--- config.mk ---
export PLATFORM = sky130hd
export DESIGN_NAME = pixel_stream_tx_flat
export DESIGN_NICKNAME = d
export VERILOG_FILES = /design/src/rtl/pixel_stream_tx_if.sv /design/src/rtl/pixel_stream_tx.sv /design/src/flat_wrapper.sv
export SDC_FILE = /design/constraint.sdc
export NUM_CORES = 1
export LEC_CHECK = 0
export ABC_CLOCK_PERIOD_IN_PS = 6900
export BUFFER_PORTS_ARGS = -buffer_cell sky130_fd_sc_hd__buf_4
export CAP_MARGIN = 20
export CORE_MARGIN = 1.5
export CORE_UTILIZATION = 50
export CTS_CLUSTER_SIZE = 24
export DETAILED_ROUTE_END_ITERATION = 10
export PLACE_DENSITY = 0.71
export SYNTH_ARGS = -nofsm -noshare
export SYNTH_HDL_FRONTEND = slang
export SYNTH_SLANG_ARGS = --single-unit
--- constraint.sdc ---
create_clock -name i_clk -period 6.9 [get_ports i_clk]
set_input_delay 1.035 -clock i_clk [delete_from_list [all_inputs] [get_ports i_clk]]
set_output_delay 1.035 -clock i_clk [all_outputs]
set_load 0.03 [all_outputs]
--- src/rtl/pixel_stream_tx_if.sv ---
// Stream (vld/eor/eof/data/rdy) and synchronous frame-memory read interfaces for pixel_stream_tx.
interface pixel_stream_if #(
    parameter int DATA_W = 8
) ();
    logic              vld;
    logic              eor;
    logic              eof;
    logic [DATA_W-1:0] data;
    logic              rdy;

    modport master (output vld, eor, eof, data, input rdy);
    modport slave  (input vld, eor, eof, data, output rdy);
endinterface

interface frame_mem_if #(
    parameter int ADDR_W = 19,
    parameter int DATA_W = 8
) ();
    logic              en;
    logic [ADDR_W-1:0] addr;
    logic [DATA_W-1:0] rdata;

    modport master (output en, addr, input rdata);
    modport slave  (input en, addr, output rdata);
endinterface

--- src/rtl/pixel_stream_tx.sv ---
// Raster-order frame reader feeding the swsc input stream through a 2-entry fall-through FIFO.
// Optional PIXEL_TX_PATTERN_EN adds i_pat_en: a (col+row) test pattern replaces memory reads.
module pixel_stream_tx #(
    parameter int DATA_W    = 8,
    parameter int MAX_IMG_W = 640,
    parameter int MAX_IMG_H = 480,
    parameter int ADDR_W    = 19,
    localparam int CW       = $clog2(MAX_IMG_W + 1),
    localparam int HW       = $clog2(MAX_IMG_H + 1)
) (
    input  logic          i_clk,
    input  logic          i_rst,
    input  logic          i_start,
    input  logic [CW-1:0] i_img_w,
    input  logic [HW-1:0] i_img_h,
`ifdef PIXEL_TX_PATTERN_EN
    input  logic          i_pat_en,
`endif
    frame_mem_if.master   mem,
    pixel_stream_if.master px,
    output logic          o_busy,
    output logic          o_done
);
    typedef enum logic [1:0] {
        ST_IDLE  = 2'd0,
        ST_RUN   = 2'd1,
        ST_DRAIN = 2'd2
    } state_t;

    localparam int EW = DATA_W + 2;

    state_t            state_r, state_nxt_s;
    logic [CW-1:0]     img_w_r, col_r;
    logic [HW-1:0]     img_h_r, row_r;
    logic [ADDR_W-1:0] addr_r;
    logic              rd_vld_r, rd_eor_r, rd_eof_r;
    logic [EW-1:0]     fifo_r [2];
    logic              wr_ptr_r, rd_ptr_r;
    logic [1:0]        count_r;
    logic              done_r;

    logic              start_ok_s, zero_dim_s, last_col_s, last_s;
    logic              vld_s, pop_s, push_s, fifo_pop_s, issue_s, eof_pop_s, mem_en_s;
    logic [2:0]        occ_s;
    logic [DATA_W-1:0] in_data_s;
    logic [EW-1:0]     in_entry_s, head_s;

`ifdef PIXEL_TX_PATTERN_EN
    logic              pat_r;
    logic [DATA_W-1:0] rd_pat_r;
    logic [DATA_W-1:0] pat_sum_s;
`endif

    // Read issue, FIFO head selection and handshake decode.
    always_comb begin
        start_ok_s = (state_r == ST_IDLE) && i_start;
        zero_dim_s = (i_img_w == {CW{1'b0}}) || (i_img_h == {HW{1'b0}});
        last_col_s = (col_r == (img_w_r - {{(CW-1){1'b0}}, 1'b1}));
        last_s     = last_col_s && (row_r == (img_h_r - {{(HW-1){1'b0}}, 1'b1}));
`ifdef PIXEL_TX_PATTERN_EN
        pat_sum_s  = DATA_W'(col_r) + DATA_W'(row_r);
        in_data_s  = pat_r ? rd_pat_r : mem.rdata;
`else
        in_data_s  = mem.rdata;
`endif
        in_entry_s = {rd_eof_r, rd_eor_r, in_data_s};
        // Fall-through: an empty FIFO presents the word arriving from memory this cycle.
        if (count_r != 2'd0) begin
            head_s = fifo_r[rd_ptr_r];
        end else if (rd_vld_r) begin
            head_s = in_entry_s;
        end else begin
            head_s = {EW{1'b0}};
        end
        vld_s      = (count_r != 2'd0) || rd_vld_r;
        pop_s      = vld_s && px.rdy;
        fifo_pop_s = pop_s && (count_r != 2'd0);
        push_s     = rd_vld_r && !((count_r == 2'd0) && pop_s);
        occ_s      = {1'b0, count_r} + {2'b00, rd_vld_r} - {2'b00, pop_s};
        issue_s    = (state_r == ST_RUN) && (occ_s < 3'd2);
        eof_pop_s  = (state_r == ST_DRAIN) && pop_s && head_s[EW-1];
`ifdef PIXEL_TX_PATTERN_EN
        mem_en_s   = issue_s && !pat_r;
`else
        mem_en_s   = issue_s;
`endif
    end

    // Next-state logic.
    always_comb begin
        state_nxt_s = state_r;
        case (state_r)
            ST_IDLE: begin
                if (start_ok_s && !zero_dim_s) begin
                    state_nxt_s = ST_RUN;
                end else begin
                    state_nxt_s = ST_IDLE;
                end
            end
            ST_RUN: begin
                if (issue_s && last_s) begin
                    state_nxt_s = ST_DRAIN;
                end else begin
                    state_nxt_s = ST_RUN;
                end
            end
            ST_DRAIN: begin
                if (eof_pop_s) begin
                    state_nxt_s = ST_IDLE;
                end else begin
                    state_nxt_s = ST_DRAIN;
                end
            end
            default: state_nxt_s = ST_IDLE;
        endcase
    end

    // State register.
    always_ff @(posedge i_clk) begin
        if (i_rst) begin
            state_r <= ST_IDLE;
        end else begin
            state_r <= state_nxt_s;
        end
    end

    // Frame counters, in-flight read tag, FIFO storage and done pulse.
    always_ff @(posedge i_clk) begin
        if (i_rst) begin
            img_w_r  <= {CW{1'b0}};
            img_h_r  <= {HW{1'b0}};
            col_r    <= {CW{1'b0}};
            row_r    <= {HW{1'b0}};
            addr_r   <= {ADDR_W{1'b0}};
            rd_vld_r <= 1'b0;
            rd_eor_r <= 1'b0;
            rd_eof_r <= 1'b0;
            wr_ptr_r <= 1'b0;
            rd_ptr_r <= 1'b0;
            count_r  <= 2'd0;
            done_r   <= 1'b0;
            for (int i = 0; i < 2; i++) begin
                fifo_r[i] <= {EW{1'b0}};
            end
`ifdef PIXEL_TX_PATTERN_EN
            pat_r    <= 1'b0;
            rd_pat_r <= {DATA_W{1'b0}};
`endif
        end else begin
            done_r <= (start_ok_s && zero_dim_s) || eof_pop_s;
            if (start_ok_s) begin
                img_w_r <= i_img_w;
                img_h_r <= i_img_h;
                col_r   <= {CW{1'b0}};
                row_r   <= {HW{1'b0}};
                addr_r  <= {ADDR_W{1'b0}};
`ifdef PIXEL_TX_PATTERN_EN
                pat_r   <= i_pat_en;
`endif
            end else if (issue_s) begin
                addr_r <= addr_r + {{(ADDR_W-1){1'b0}}, 1'b1};
                if (last_col_s) begin
                    col_r <= {CW{1'b0}};
                    row_r <= row_r + {{(HW-1){1'b0}}, 1'b1};
                end else begin
                    col_r <= col_r + {{(CW-1){1'b0}}, 1'b1};
                end
            end
            // Position tags travel alongside the read and meet its data one cycle later.
            rd_vld_r <= issue_s;
            rd_eor_r <= last_col_s;
            rd_eof_r <= last_s;
`ifdef PIXEL_TX_PATTERN_EN
            rd_pat_r <= pat_sum_s;
`endif
            if (push_s) begin
                fifo_r[wr_ptr_r] <= in_entry_s;
                wr_ptr_r         <= ~wr_ptr_r;
            end
            if (fifo_pop_s) begin
                rd_ptr_r <= ~rd_ptr_r;
            end
            count_r <= count_r + {1'b0, push_s} - {1'b0, fifo_pop_s};
        end
    end

    assign mem.en   = mem_en_s;
    assign mem.addr = mem_en_s ? addr_r : {ADDR_W{1'b0}};
    assign px.vld   = vld_s;
    assign px.eof   = head_s[EW-1];
    assign px.eor   = head_s[EW-2];
    assign px.data  = head_s[DATA_W-1:0];
    assign o_busy   = (state_r != ST_IDLE);
    assign o_done   = done_r;

endmodule

--- src/flat_wrapper.sv ---
// flat-port wrapper written by rule: the top's interface ports become plain ports
module pixel_stream_tx_flat 
#(
    parameter int DATA_W    = 8,
    parameter int MAX_IMG_W = 640,
    parameter int MAX_IMG_H = 480,
    parameter int ADDR_W    = 19,
    localparam int CW       = $clog2(MAX_IMG_W + 1),
    localparam int HW       = $clog2(MAX_IMG_H + 1)
)
  (i_clk, i_rst, i_start, i_img_w, i_img_h, o_busy, o_done, mem_en, mem_addr, mem_rdata, px_vld, px_eor, px_eof, px_data, px_rdy);
  frame_mem_if #(.ADDR_W(ADDR_W), .DATA_W(DATA_W)) mem_i ();
  pixel_stream_if #(.DATA_W(DATA_W)) px_i ();
  input  logic i_clk;
  input  logic i_rst;
  input  logic i_start;
  input  logic [CW-1:0] i_img_w;
  input  logic [HW-1:0] i_img_h;
  output logic o_busy;
  output logic o_done;
  output wire logic [$bits(mem_i.en)-1:0] mem_en;
  output wire logic [$bits(mem_i.addr)-1:0] mem_addr;
  input wire logic [$bits(mem_i.rdata)-1:0] mem_rdata;
  output wire logic [$bits(px_i.vld)-1:0] px_vld;
  output wire logic [$bits(px_i.eor)-1:0] px_eor;
  output wire logic [$bits(px_i.eof)-1:0] px_eof;
  output wire logic [$bits(px_i.data)-1:0] px_data;
  input wire logic [$bits(px_i.rdy)-1:0] px_rdy;
  assign mem_en = mem_i.en;
  assign mem_addr = mem_i.addr;
  assign mem_i.rdata = mem_rdata;
  assign px_vld = px_i.vld;
  assign px_eor = px_i.eor;
  assign px_eof = px_i.eof;
  assign px_data = px_i.data;
  assign px_i.rdy = px_rdy;
  pixel_stream_tx #(.DATA_W(DATA_W), .MAX_IMG_W(MAX_IMG_W), .MAX_IMG_H(MAX_IMG_H), .ADDR_W(ADDR_W)) u_core (.i_clk(i_clk), .i_rst(i_rst), .i_start(i_start), .i_img_w(i_img_w), .i_img_h(i_img_h), .mem(mem_i), .px(px_i), .o_busy(o_busy), .o_done(o_done));
endmodule
# --- Word level (Yosys, flattened, before mapping) ---
# Memories as Yosys holds them, arrays and structs flattened. A register that Yosys moved wholly into a read port is not among the register bits.
# Index checks and enable logic that the tools add are counted.
totals:
  regBits: 67
  mem_bits_rw: 20
  in_bits: 31
  out_inout_bits: 33
  elab_cells: 74
  mem_count: 1
memory_table:
  columns: ["name", "depth", "width", "read_ports", "rd_ports_with_merged_regs", "wr", "line", "text"]
  rows:
  - ["u_core.fifo_r", 2, 10, 1, 1, 2, "pixel_stream_tx.sv:37", "logic [EW-1:0] fifo_r [2];"]
op_classes:
  addsub: 9
  order_cmp: 1
  eq_ne: 4
  n_mux: 18
  n_bitwise: 2
  n_reduce_logical: 26
ops:
  columns: ["cell", "n"]
  rows:
  - ["two-way mux 10 bit", 4]
  - ["adder 19 x 1 -> 19 bit (second input constant)", 1]
  - ["two-way mux 19 bit", 1]
  - ["logical AND 1 bit", 12]
  - ["adder 10 x 1 -> 10 bit (second input constant)", 1]
  - ["equality test 10 bit", 1]
  - ["logical NOT 10 bit", 1]
  - ["two-way mux 1 bit", 10]
  - ["OR reduction 10 bit", 1]
  - ["subtractor 10 x 1 -> 10 bit (second input constant)", 1]
  - ["adder 9 x 1 -> 9 bit (second input constant)", 1]
  - ["equality test 9 bit", 1]
  - ["logical NOT 9 bit", 1]
  - ["subtractor 9 x 1 -> 9 bit (second input constant)", 1]
  - ["case mux 2 bit (3 select lines)", 1]
  - ["logical NOT 2 bit", 2]
  - ["two-way mux 2 bit", 2]
  - ["nonzero test 2 bit", 2]
  - ["adder 2 x 1 -> 3 bit", 1]
  - ["logical OR 1 bit", 3]
  - ["less-than comparator 3 x 2 -> 1 bit (second input constant)", 1]
  - ["subtractor 3 x 1 -> 3 bit", 1]
  - ["adder 2 x 1 -> 2 bit", 1]
  - ["equality test 2 x 1 -> 1 bit (second input constant)", 1]
  - ["6 further kinds", 8]

# --- Logic depth before layout (Yosys ltp) ---
logic_depth:
  ltp_word: 11
  ltp_mapped: 14
  ltp_nobuf: 13

# --- Least setup slack after synthesis ---
# OpenSTA, ideal clock, no wires.
synth_path:
  kind: "input port to output port"
  from: "input px_rdy"
  to: "output mem_addr[10]"
  arrival_time_ns: 3.489
  required_time_ns: 5.865
  setup_slack_ns: 2.376
  path_stages: 9
  n_path_buf: 2
  path_cell_list: "and2_1 ha_1 nand2b_1 fa_1 xor2_1 nor3_1 buf_2 clkbuf_1 and2_1"
synth_between:
  elab_chain_cells: 5
synth_lines:
  columns: ["element", "line", "text"]
  rows:
  - ["start: declaration", "flat_wrapper.sv:28", "input wire logic [$bits(px_i.rdy)-1:0] px_rdy;"]
  - ["logical AND 1 bit", "pixel_stream_tx.sv:76", "pop_s = vld_s && px.rdy;"]
  - ["subtractor 3 x 1 -> 3 bit", "pixel_stream_tx.sv:79", "occ_s = {1'b0, count_r} + {2'b00, rd_vld_r} - {2'b00, pop_s};"]
  - ["less-than comparator 3 x 2 -> 1 bit", "pixel_stream_tx.sv:80", "issue_s = (state_r == ST_RUN) && (occ_s < 3'd2);"]
  - ["logical AND 1 bit", "pixel_stream_tx.sv:80", null]
  - ["net mem_en", "flat_wrapper.sv:21", "output wire logic [$bits(mem_i.en)-1:0] mem_en;"]
  - ["two-way mux 19 bit", "pixel_stream_tx.sv:188", "assign mem.addr = mem_en_s ? addr_r : {ADDR_W{1'b0}};"]
  - ["end: declaration", "flat_wrapper.sv:22", "output wire logic [$bits(mem_i.addr)-1:0] mem_addr;"]
# The timed path passes the listed nets, and every way through them passes these cells.

# --- Final worst setup path ---
layout_path:
  from: "register u_core.count_r[1]"
  to: "output mem_addr[3]"
layout_between:
  elab_chain_cells: 7
  elab_cells_between_ends: 8
  cone_classes: "add/sub (2); order compare (1); mux (1); reduce/logical (4)"
layout_lines:
  columns: ["element", "line", "text"]
  rows:
  - ["start: declaration", "pixel_stream_tx.sv:39", "logic [1:0] count_r;"]
  - ["start signal: assignment", "pixel_stream_tx.sv:183", "count_r <= count_r + {1'b0, push_s} - {1'b0, fifo_pop_s};"]
  - ["parallel branches: the longest is 3 deep, another holds adder 2 x 1 -> 3 bit", null, null]
  - ["subtractor 3 x 1 -> 3 bit (*)", "pixel_stream_tx.sv:79", null]
  - ["less-than comparator 3 x 2 -> 1 bit (*)", "pixel_stream_tx.sv:80", null]
  - ["logical AND 1 bit (*)", "pixel_stream_tx.sv:80", null]
  - ["two-way mux 19 bit (*)", "pixel_stream_tx.sv:188", null]
# Mark *: on every way between the ends.

==> flow_summary.yaml <==
run_status:
  status: "finished clean"
synthesis:
  syn_area_per_cell_um2: 8.687
  syn_nets: 564
  yosysWarnings: 0
  synth_ff_type: "dfxtp_1"
  synth-seq-cells: 88
  netlist_instances: 524
  netlist-cell-type-count: 53
  ys_seq_area_share_pct: 43.10
  synth_edf_count: 20
  synthesis.area_mm2: 0.004552
  async_flop_share_pct: 0
cts:
  cts_resized: 0
  htree_levels: 3
  cts_buffers: 9
  clock_sinks: 88
  cts_root_buf: "clkbuf_8"
  cts_tree: "yes"
  cts_setup_buffers: 0
  clock_path_buffers: 2
  clk_latency_ps: 360
  clkTransAtPathRegs_ps: 90
  cts_hold_repair.buffers: 0
finish:
  antenna_cells: 0
  fin_nets: 620
  area_delta_synth_final_pct: 16.85
  final_cell_mix: "68 x nand2_1, 68 x dfxtp_1, 65 x buf_4"
  instances_no_fill: 693
  fillCellCount: 758
  drive_above_1_share_pct: 16.41
sta:
  fin_skew_ps: 10.16
  slew_headroom_pct: 31.12
  period_needed_ps: 4150
  hold_violations: 0
  tightest_slew_ps: 1031
  rsz0062_at_grt: "no"
  slew_violations: 0
  clock.fmax_mhz: 241.0
  final-setup-viol-count: 0
  setup_tns_ps: 0
  period_share_pct: 60.14
  hold_ws_ps: 484.7
power_and_ir_drop:
  power_density_mw_per_mm2: 276.2
  leakage_nw: 2.084
  p_sw_w: 0.0005437
  p_int_w: 0.0009254
  pwr-share-comb_pct: 32.9
  p_sw_share_pct: 37.01
  seq_power_share_pct: 41.8
  clock_power_share_pct: 25.3
  vdd.ir_drop.worst_mv: 0.1163
drt:
  route.detailed.drc: 0
  postRouteAntennaNets: 0
  vias_per_cell: 5.569
  first_pass_iters: 4
  vias: 3859
  wl_mm: 10.13
  drt_iter0_drc: 165
  detail_route.wl_per_cell_um: 14.62
worst_setup_path:
  crit_path_end_kind: "output pin"
  crit_type: "flop to output pin"
  crit_required_ps: 5860
  worstPathMaxFanout: 23
  rrSetupSlack_ps: 3090
  crit_arrival_ps: 3110
  worst_setup_path_start_kind: "flop"
global_routing:
  grt_first_pass_wirelength_mm: 17.12
  grt-ovfl-total: 0
  grt_max_degree: 36
  busiest_layer: "met2"
  grt_pass1_vias: 3676
  antenna_found_initial: 0
  grt_usage_pct: 21.47
  met1_usage_pct: 29.23
  grt_util_met2_pct: 34.14
  gr-usage-met3_pct: 3.901
placement:
  io_buffers: 63
  placed_cells: 675
  gp_congestion: 0.8905
  dp_hpwl_mm: 7.154
die:
  coreArea_mm2: 0.008763
  die_area_mm2: 0.009686
  fp.dieW_um: 98.42
  start_util_pct: 51.94
  die_h_um: 98.42
  io_pins: 64
  rows: 34
min_path:
  hold_path_class: "flop to flop"
job:
  cap_violations: 0
metal layers:
| layer | routed length (µm) | up-vias |
|---|---|---|
| li1 | - | 1903 |
| met1 | 4824 | 1849 |
| met2 | 4678 | 88 |
| met3 | 428 | 19 |
| met4 | 200 | 0 |
| met5 | 0 | - |
path summary, 6_finish.rpt:
kind | from | cells after the start | end
max reg2reg | u_core.count_r[1] | 15 | u_core.addr_r[15]
min reg2reg | u_core.img_h_r[8] | 2 | u_core.img_h_r[8]
max | u_core.count_r[1] | 12 | mem_addr[3]
min | u_core.img_h_r[8] | 2 | u_core.img_h_r[8]
worst max-delay path: stages (launching register included):
cell and delay, ps:
dfxtp_1 370, nor2_1 150, buf_4 260, nand2_1 100, and2_1 180, ha_1 260, nand2b_1 150, fa_1 370
xor2_1 190, nor3_2 210, buf_6 210, and2_1 150, buf_4 160
kinds of logic (layout without fill, tap and decap cells):
logic type | count (synthesis) | after routing | share of synthesized area [%]
AO/OA/AOI/OAI | 74 | 74 | 9.621
XOR/XNOR | 53 | 53 | 10.20
adder cells (fa/ha/maj) | 9 | 9 | 2.639
buffers and inverters | 39 | 100 | 3.298
flip-flops | 88 | 88 | 43.10
multiplexers | 13 | 13 | 2.859
AND/OR/NAND/NOR | 248 | 248 | 28.29
metrics by stage:
step	power [W]	cell area (µm²)	setup slack (ps)	util, %
final	0.001469	5319	2750	60.69
after global routing	0.001544	5319	2527	60.69
after CTS	0.001467	5293	2167	60.39
after detailed placement	0.001097	5094	2254	58.12
after global placement	0.001077	5094	2442	58.12
after floorplan	0.0009468	4552	2376	-
flip-flops by register name, summed over array words and instances (netlist names), 2 cells and up, named ones only:
| name | count |
|---|---|
| u_core.img_h_r | 9 |
| u_core.addr_r | 19 |
| u_core.row_r | 9 |
| u_core.col_r | 10 |
| u_core.fifo_r | 20 |
| u_core.state_r | 2 |
| u_core.count_r | 2 |
| u_core.img_w_r | 10 |
Yosys cell counts, types with 2 or more instances:
| library cell | number | area, µm² |
|---|---|---|
| xnor2_1 | 27 | 236.5 |
| nor2_1 | 52 | 195.2 |
| and2_1 | 41 | 256.5 |
| ha_1 | 8 | 100.1 |
| a21oi_1 | 30 | 150.1 |
| a211o_1 | 2 | 17.52 |
| or3_1 | 5 | 31.28 |
| and3_1 | 5 | 31.28 |
| nand4_1 | 10 | 62.56 |
| inv_1 | 17 | 63.81 |
| nand2b_1 | 3 | 18.77 |
| xor2_1 | 26 | 227.7 |
| o22ai_1 | 2 | 12.51 |
| nand2_1 | 68 | 255.2 |
| or3_2 | 2 | 15.01 |
| or4_1 | 4 | 30.03 |
| nor4_1 | 7 | 43.79 |
| o31ai_1 | 3 | 22.52 |
| and4_1 | 3 | 26.28 |
| o211ai_1 | 3 | 22.52 |
| buf_2 | 2 | 10.01 |
| mux2i_1 | 13 | 130.1 |
| nor3_1 | 10 | 50.05 |
| dfxtp_1 | 68 | 1361 |
| edfxtp_1 | 20 | 600.6 |
| nor3b_1 | 4 | 30.03 |
| clkbuf_1 | 18 | 67.56 |
| o21ai_0 | 21 | 105.1 |
| nand3_1 | 22 | 110.1 |
| a31oi_1 | 2 | 12.51 |
| o21bai_1 | 2 | 15.01 |
| nor2b_1 | 3 | 18.77 |
cell type report:
type,instances,area [µm²],share of cell area [%]
Sequential cell,88,1962,36.89
Timing Repair Buffer,67,514.2,9.668
Clock inverter,7,75.07,1.411
Multi-Input combinational cell,397,2445,45.97
Tap cell,108,135.1,2.541
Inverter,17,63.81,1.200
Clock buffer,9,123.9,2.329
power by group through the flow:
stage / clock network [W] / logic [W] / registers (W)
floorplan: 0 / 0.000346 / 0.000601
global placement: 0 / 0.000453 / 0.000624
detailed placement: 0 / 0.000470 / 0.000626
CTS: 0.000378 / 0.000475 / 0.000614
global route: 0.000395 / 0.000528 / 0.000620
finish: 0.000372 / 0.000483 / 0.000614
Note: power is estimated with default switching activity, not from simulation.
